<file path="config.mk">
export PLATFORM = sky130hd
export DESIGN_NAME = lcd_rgb_receiver
export DESIGN_NICKNAME = d
export VERILOG_FILES = /design/src/rtl/lcd_pkg.sv /design/src/rtl/lcd_rgb_receiver.sv
export SDC_FILE = /design/constraint.sdc
export NUM_CORES = 1
export LEC_CHECK = 0
export ABC_CLOCK_PERIOD_IN_PS = 3000
export CAP_MARGIN = 0
export CORE_ASPECT_RATIO = 0.9
export CORE_MARGIN = 3
export CORE_UTILIZATION = 47
export CTS_CLUSTER_DIAMETER = 120
export DETAILED_ROUTE_END_ITERATION = 8
export HOLD_SLACK_MARGIN = 0.08
export PLACE_DENSITY = 0.76
export SLEW_MARGIN = 25
export SYNTH_ARGS = -nofsm -noshare
export SYNTH_HDL_FRONTEND = slang
export SYNTH_SLANG_ARGS = --single-unit
</file>
<file path="constraint.sdc">
create_clock -name pixel_clk -period 3 [get_ports pixel_clk]
set_clock_uncertainty 0.05 [all_clocks]
set_input_delay 0.3 -clock pixel_clk [delete_from_list [all_inputs] [get_ports pixel_clk]]
set_output_delay 0.3 -clock pixel_clk [all_outputs]
set_load 0.02 [all_outputs]
</file>
<file path="src/rtl/lcd_pkg.sv">
// lcd_pkg: panel geometry and receiver state encoding shared with the transmitter
package lcd_pkg;
  localparam int LCD_WIDTH = 640;
  localparam int LCD_HIGHT = 480;
  localparam int H_BLANKING = 160;
  localparam int V_BLANKING = 45;
  localparam int VGAP_MIN = 1024;
  typedef enum logic [1:0] {SYNC, VBLANK, ACTIVE, HBLANK} state_t;
endpackage

</file>
<file path="src/rtl/lcd_rgb_receiver.sv">
// lcd_rgb_receiver: DE-mode RGB capture with pixel coordinates, frame boundaries and geometry checks
module lcd_rgb_receiver #(
  parameter int LCD_WIDTH = lcd_pkg::LCD_WIDTH,
  parameter int LCD_HIGHT = lcd_pkg::LCD_HIGHT,
  parameter int VGAP_MIN = lcd_pkg::VGAP_MIN
) (
  input  logic        pixel_clk,
  input  logic        rst,
  input  logic        de,
  input  logic [7:0]  red,
  input  logic [7:0]  green,
  input  logic [7:0]  blue,
  output logic        pix_valid,
  output logic [9:0]  pix_x,
  output logic [9:0]  pix_y,
  output logic [23:0] pix_rgb,
  output logic        frame_start,
  output logic        frame_done,
  output logic        line_err,
  output logic        frame_err,
  output logic [18:0] lit_count
);
  import lcd_pkg::*;
  localparam logic [10:0] W = 11'(LCD_WIDTH);
  localparam logic [9:0] H = 10'(LCD_HIGHT);
  localparam logic [10:0] G = 11'(VGAP_MIN);
  state_t state, state_n;
  logic [10:0] col, col_n, low_run, low_run_n, px;
  logic [9:0] row, row_n, py;
  logic [18:0] lit_acc, lit_acc_n, lit_base;
  logic [23:0] rgb;
  logic pixel, valid, fall, gap;
  // next state, counters and pixel qualification from the current sample
  always_comb begin
    rgb = {red, green, blue};
    pixel = de && state != SYNC;
    fall = !de && state == ACTIVE;
    gap = !de && (state == SYNC || state == HBLANK) && low_run == G - 1'b1;
    px = state == ACTIVE ? col : '0;
    py = state == VBLANK ? '0 : row;
    valid = pixel && px < W && py < H;
    state_n = pixel ? ACTIVE : gap ? VBLANK : state == ACTIVE ? HBLANK : state;
    col_n = pixel ? (px == '1 ? px : px + 1'b1) : '0;
    row_n = state == VBLANK ? '0 : fall && row != '1 ? row + 1'b1 : row;
    low_run_n = de ? '0 : state == ACTIVE ? 11'd1 : low_run == G ? G : low_run + 1'b1;
    lit_base = state == VBLANK ? '0 : lit_acc;
    lit_acc_n = valid && rgb != '0 && lit_base != '1 ? lit_base + 1'b1 : lit_base;
  end
  // state/counter registers and registered outputs; frame stats latch on frame_done
  always_ff @(posedge pixel_clk) begin
    if (rst) begin
      state <= SYNC;
      col <= '0;
      row <= '0;
      low_run <= '0;
      lit_acc <= '0;
      pix_valid <= 1'b0;
      pix_x <= '0;
      pix_y <= '0;
      pix_rgb <= '0;
      frame_start <= 1'b0;
      frame_done <= 1'b0;
      line_err <= 1'b0;
      frame_err <= 1'b0;
      lit_count <= '0;
    end else begin
      state <= state_n;
      col <= col_n;
      row <= row_n;
      low_run <= low_run_n;
      lit_acc <= lit_acc_n;
      pix_valid <= valid;
      if (pixel) begin
        pix_x <= px[9:0];
        pix_y <= py;
        pix_rgb <= rgb;
      end
      frame_start <= pixel && state == VBLANK;
      frame_done <= gap && state == HBLANK;
      line_err <= pixel && state == VBLANK ? 1'b0 : line_err | (fall && col != W);
      if (gap && state == HBLANK) begin
        frame_err <= row != H;
        lit_count <= lit_acc;
      end
    end
  end
endmodule

</file>
### Word-level counts from Yosys, hierarchy flattened

Cells that the tools add are included.

| word-level totals | value |
|---|---|
| bits in read-only memories | 0 |
| logic and storage cells | 71 |
| memories | 0 |
| latch bits | 0 |
| input port bits | 27 |
| register bits | 121 |
| output and inout bits | 68 |
| RAM bits | 0 |

| cells by class | value |
|---|---|
| bitwise gates (word level) | 2 |
| eq/ne operators | 10 |
| multiply operators | 0 |
| $lt $le $gt $ge | 2 |
| div/mod/pow operators | 0 |
| add/subtract/negate cells | 4 |
| shift operators | 0 |
| mux-type cells | 10 |
| reductions and logical operators | 26 |

Operator list:

| cell | count |
|---|---|
| $mux 19 | 2 |
| $mux 11 | 3 |
| $reduce_bool 24->1 | 1 |
| $add 11x1->11 const B | 2 |
| $eq 11x11->1 const B | 2 |
| $add 19x1->19 const B | 1 |
| $ne 19x19->1 const B | 1 |
| $logic_and 1x1->1 | 12 |
| $eq 11x10->1 const B | 1 |
| $lt 11x10->1 const B | 1 |
| $ne 11x10->1 const B | 1 |
| $add 10x1->10 const B | 1 |
| $lt 10x9->1 const B | 1 |
| $mux 10 | 1 |
| $ne 10x10->1 const B | 1 |
| $ne 10x9->1 const B | 1 |
| $reduce_or 2->1 | 5 |
| $mux 2 | 3 |
| $eq 2x2->1 const B | 2 |
| $reduce_bool 2->1 | 2 |
| $reduce_or 4->1 | 1 |
| $reduce_bool 3->1 | 1 |
| $reduce_or 3->1 | 1 |
| $eq 2x1->1 const B | 1 |
| other kinds (6) | 6 |

### Longest topological paths before layout

| depth | value |
|---|---|
| depth in word-level cells | 8 |
| gate-level depth with buffers | 13 |
| gate-level depth less buffers | 11 |

### Worst setup path after synthesis

No wires, ideal clock.

| path | value |
|---|---|
| kind | register to register |
| start | reg state[1] |
| end | reg lit_acc[10] |
| required time | 2829 ps |
| period minus slack after synthesis | 2851 ps |
| buffers on the path | 3 |
| stages on the path, launching flop included | 14 |
| arrival | 2681 ps |
| library setup time | 121 ps |
| slack | 149 ps |
| cells stage by stage | dfxtp_1 -> inv_1 -> ha_1 -> buf_6 -> clkbuf_1 -> nor2b_1 -> ha_1 -> and3_1 -> nand3_1 -> nor4_4 -> or3_1 -> buf_2 -> nor4_1 -> mux2_2 |

| on the way | value |
|---|---|
| word-level cells in the longest chain between the ends | 8 |
| elaborated cells on any way between the ends | 16 |
| classes of those cells | 1 x add/sub; 2 x order compare; 3 x eq/ne; 4 x mux; 6 x reduce/logical |

RTL lines:

| what | RTL line | source |
|---|---|---|
| start, declared | lcd_rgb_receiver.sv:27 | `state_t state, state_n;` |
| start signal, assigned | lcd_rgb_receiver.sv:67 | `state <= state_n;` |
| $eq 2x2->1 | lcd_rgb_receiver.sv:39 | `px = state == ACTIVE ? col : '0;` |
| $mux 11 | lcd_rgb_receiver.sv:39 |  |
| $lt 11x10->1 | lcd_rgb_receiver.sv:41 | `valid = pixel && px < W && py < H;` |
| $logic_and 1x1->1 (2 in series) | lcd_rgb_receiver.sv:41 |  |
| $logic_and 1x1->1 (2 in series) | lcd_rgb_receiver.sv:47 | `lit_acc_n = valid && rgb != '0 && lit_base != '1 ? lit_base + 1'b1 : lit_base;` |
| $mux 19 * | lcd_rgb_receiver.sv:47 |  |
| end signal, assigned | lcd_rgb_receiver.sv:71 | `lit_acc <= lit_acc_n;` |
| end, declared | lcd_rgb_receiver.sv:30 | `logic [18:0] lit_acc, lit_acc_n, lit_base;` |

Mark *: on every way between the ends. The rest lies on a longest branch, timed or not.
A chain may end at the register's enable or synchronous reset.

### Final worst setup path

| path | value |
|---|---|
| start | reg state[1] |
| end | reg lit_acc[6] |

Same word-level chain as after synthesis.

==> out/results.ini <==
[placed_design]
dp_hpwl_um=8970
place_congestion=0.909
pre_cts_ws_ns=0.247
numPortBuffers=94
placed_area_um2=6200
dp.cells=828

[floorplanning]
die_w_um=116
core-area_um2=10400
dieArea_um2=12200
fp-row-count=35
die_h_um=105
initial_core_util=0.492
num_io_pins=95

[clock_tree]
clkLatencyLatePin_ns=0.41
cts-root-buf=clkbuf_16
cts_made_buffers=17
cts_tree=built
postCtsSetupRepairBufs=0
path_clk_slew_ns=0.05
post_cts_resized=0
cts.path.max_buffers=2
cts.sinks=121
h-tree-depth=4
cts-hold-fix-buffers=0

[timing]
setup_viol=0
rsz0062_at_grt=no
period_share=0.919
finalSetupTns_ns=0
final_max_slew_viol_count=0
max_freq_mhz=363
hold_violations=0
fin_crit_ns=2.76
worstMarginPinSlew_ns=0.624
slew_headroom=0.581
worst_slack_ns=0.244

[detailed_routing]
via_per_inst=5.47
wl_per_cell_um=14.9
drt-initial-drc-count=262
drt.antenna.violating_nets=0
drc=0
wirelength_um=12800
vias=4702
dr.pass1.iters=5

[synthesis]
muxShareOfSynthArea=0.0166
yosysWarnings=0
synth_nets=662
synth_area_leader_cell=dfxtp_1
ys_ff_latch=121
synthArstFlopShare=0
yosys.area_share.simple=0.297
synth_edf_count=0
yosys.area_share.adder=0.0244
avgSynthCellArea_um2=8.20
synth_compound_area_frac=0.111
ys_types=49
netlist_top_cells_count=dfxtp_1 (121), nand2_1 (111), a21oi_1 (83)
syn-cell-area_um2=5130
seq_area_frac_synth=0.473
synthMostInstantiatedCell=dfxtp_1
synth-xor-area-share=0.0444
synth_top_area_share=0.473
synth_top_family_by_area=simple AND/OR/NAND/NOR gates
synth_area_leaders=dfxtp_1 (47%), nand2_1 (8.1%), a21oi_1 (8.1%)
synthCells=625
synth_ff_type=dfxtp_1

[layout]
final_cells=859
layout-drive-gt1-share=0.0836
nNetsFinal=755
syn2layout_area_growth_pct=32.0
multiInputGateArea_um2=2540
antenna_cells=0
design_area_um2=6760
num-fill-cells=877
ff_latch_area_um2=2420

[power_and_ir_drop]
p_leak_nw=2.40
p_per_area_nw_per_um2=598
power.internal_w=0.00304
p_comb_frac=0.112
ir_worst_vdd_v=0.000356
swShare=0.248
p_switching_w=0.00101
seqPwrFrac=0.417
pwr-share-clk=0.471

[worst_setup_path]
critPathMaxFanout=21
path_cells=inv_1 > ha_1 > buf_4 > and2b_1 > nand4_1 > nor4_4 > or3_1 > nor2_1 > mux2_2
max_stage_delay_ns=0.48
required_ns=3.24
worst_setup_path_start_kind=flop
crit_path_top_delay_cell=nor4_4
worstPathArrival_ns=3.00
crit_type=flop to flop
worstSetupEndpointType=flop
ff2ff_path_depth=9

[global_routing]
grt_pass1_vias=4433
grt_start_max_net_pins=41
grt.total_usage=0.214
grt.overflow.total=0
antenna_found_initial=0
grt_pass1_wl_um=21100

[hold_path]
hold_depth=2
min_path_type=input pin to flop

[run_status]
status=complete, no violations

[job]
maxCapViolations=0

==> worst max-delay path, delay by kind of cell, from the launching register on <==
family / cells / cell delay, ns
muxes: 1 / 0.28
adders and majority gates: 1 / 0.22
DFF: 1 / 0.39
buffers and inverters: 2 / 0.31
and+or+nand+nor: 5 / 1.38
==> area by class of cell <==
type	instances	area share
tap	129	0.0239
sequential	121	0.358
inverter	10	0.00555
clock buffer	23	0.0721
timing repair buffer	109	0.155
clock inverter	8	0.0104
multi-input combinational	459	0.375
==> cells in the final DEF (no fill, tap or decap), drive strengths merged, types with 10 or more instances in the layout <==
cell	Yosys	final
nor2	59	59
nor3	17	17
clkdlybuf4s50	0	93
xnor2	14	14
xor2	12	12
nand2	111	111
or3	11	11
nand4	16	16
a21oi	83	83
ha	10	10
dfxtp	121	121
buf	9	16
clkbuf	26	23
nand3	42	42
nor4	15	15
inv	10	10
==> registers in the layout (all words and copies together) (netlist names) <==
signal	cells
col	11
frame_done	1
frame_err	1
frame_start	1
line_err	1
lit_acc	19
lit_count	19
low_run	11
pix_rgb	24
pix_valid	1
pix_x	10
pix_y	10
row	10
state	2
==> worst paths after layout <==
| check | start | end | slack, ns |
|---|---|---|---|
| worst max-delay path | state[1] | lit_acc[6] | 0.24 |
| worst min-delay path | rst | lit_acc[13] | 0.25 |
| worst max register to register | state[1] | lit_acc[6] | 0.24 |
| worst min register to register | lit_count[10] | lit_count[10] | 0.40 |
==> kinds of logic (layout without fill, tap and decap cells) <==
kind of cell,after synthesis,in the layout
flip-flops,121,121
XOR/XNOR,26,26
buffers and inverters,45,150
AO/OA/AOI/OAI,104,104
multiplexers,8,8
AND/OR/NAND/NOR,311,311
adder cells (fa/ha/maj),10,10
==> per-layer routing <==
layer  part of all wire  GRT usage  wire (um)
met4              0.017     0.0688        218
met5                  0          0          0
met1               0.44      0.269       5680
met3              0.059     0.0683        751
met2               0.48      0.346       6130
==> stage by stage <==
step / hold WS, ns / util / total power [W]
floorplan: 0.329 / - / 0.00199
global placement: 0.391 / 0.595 / 0.00216
detailed placement: 0.397 / 0.595 / 0.00218
CTS: 0.243 / 0.649 / 0.00407
global route: 0.271 / 0.649 / 0.00419
finish: 0.248 / 0.649 / 0.00405
==> power by group through the flow <==
stage | Sequential, W | Clock, W | Combinational (W)
2_1_floorplan | 0.00176 | 0 | 0.000234
3_3_place_gp | 0.00172 | 0 | 0.000443
6_report | 0.00169 | 0.00190 | 0.000454
4_1_cts | 0.00169 | 0.00192 | 0.000457
3_5_place_dp | 0.00172 | 0 | 0.000455
5_1_grt | 0.00169 | 0.00199 | 0.000500
Note: power is estimated with default switching activity, not from simulation.
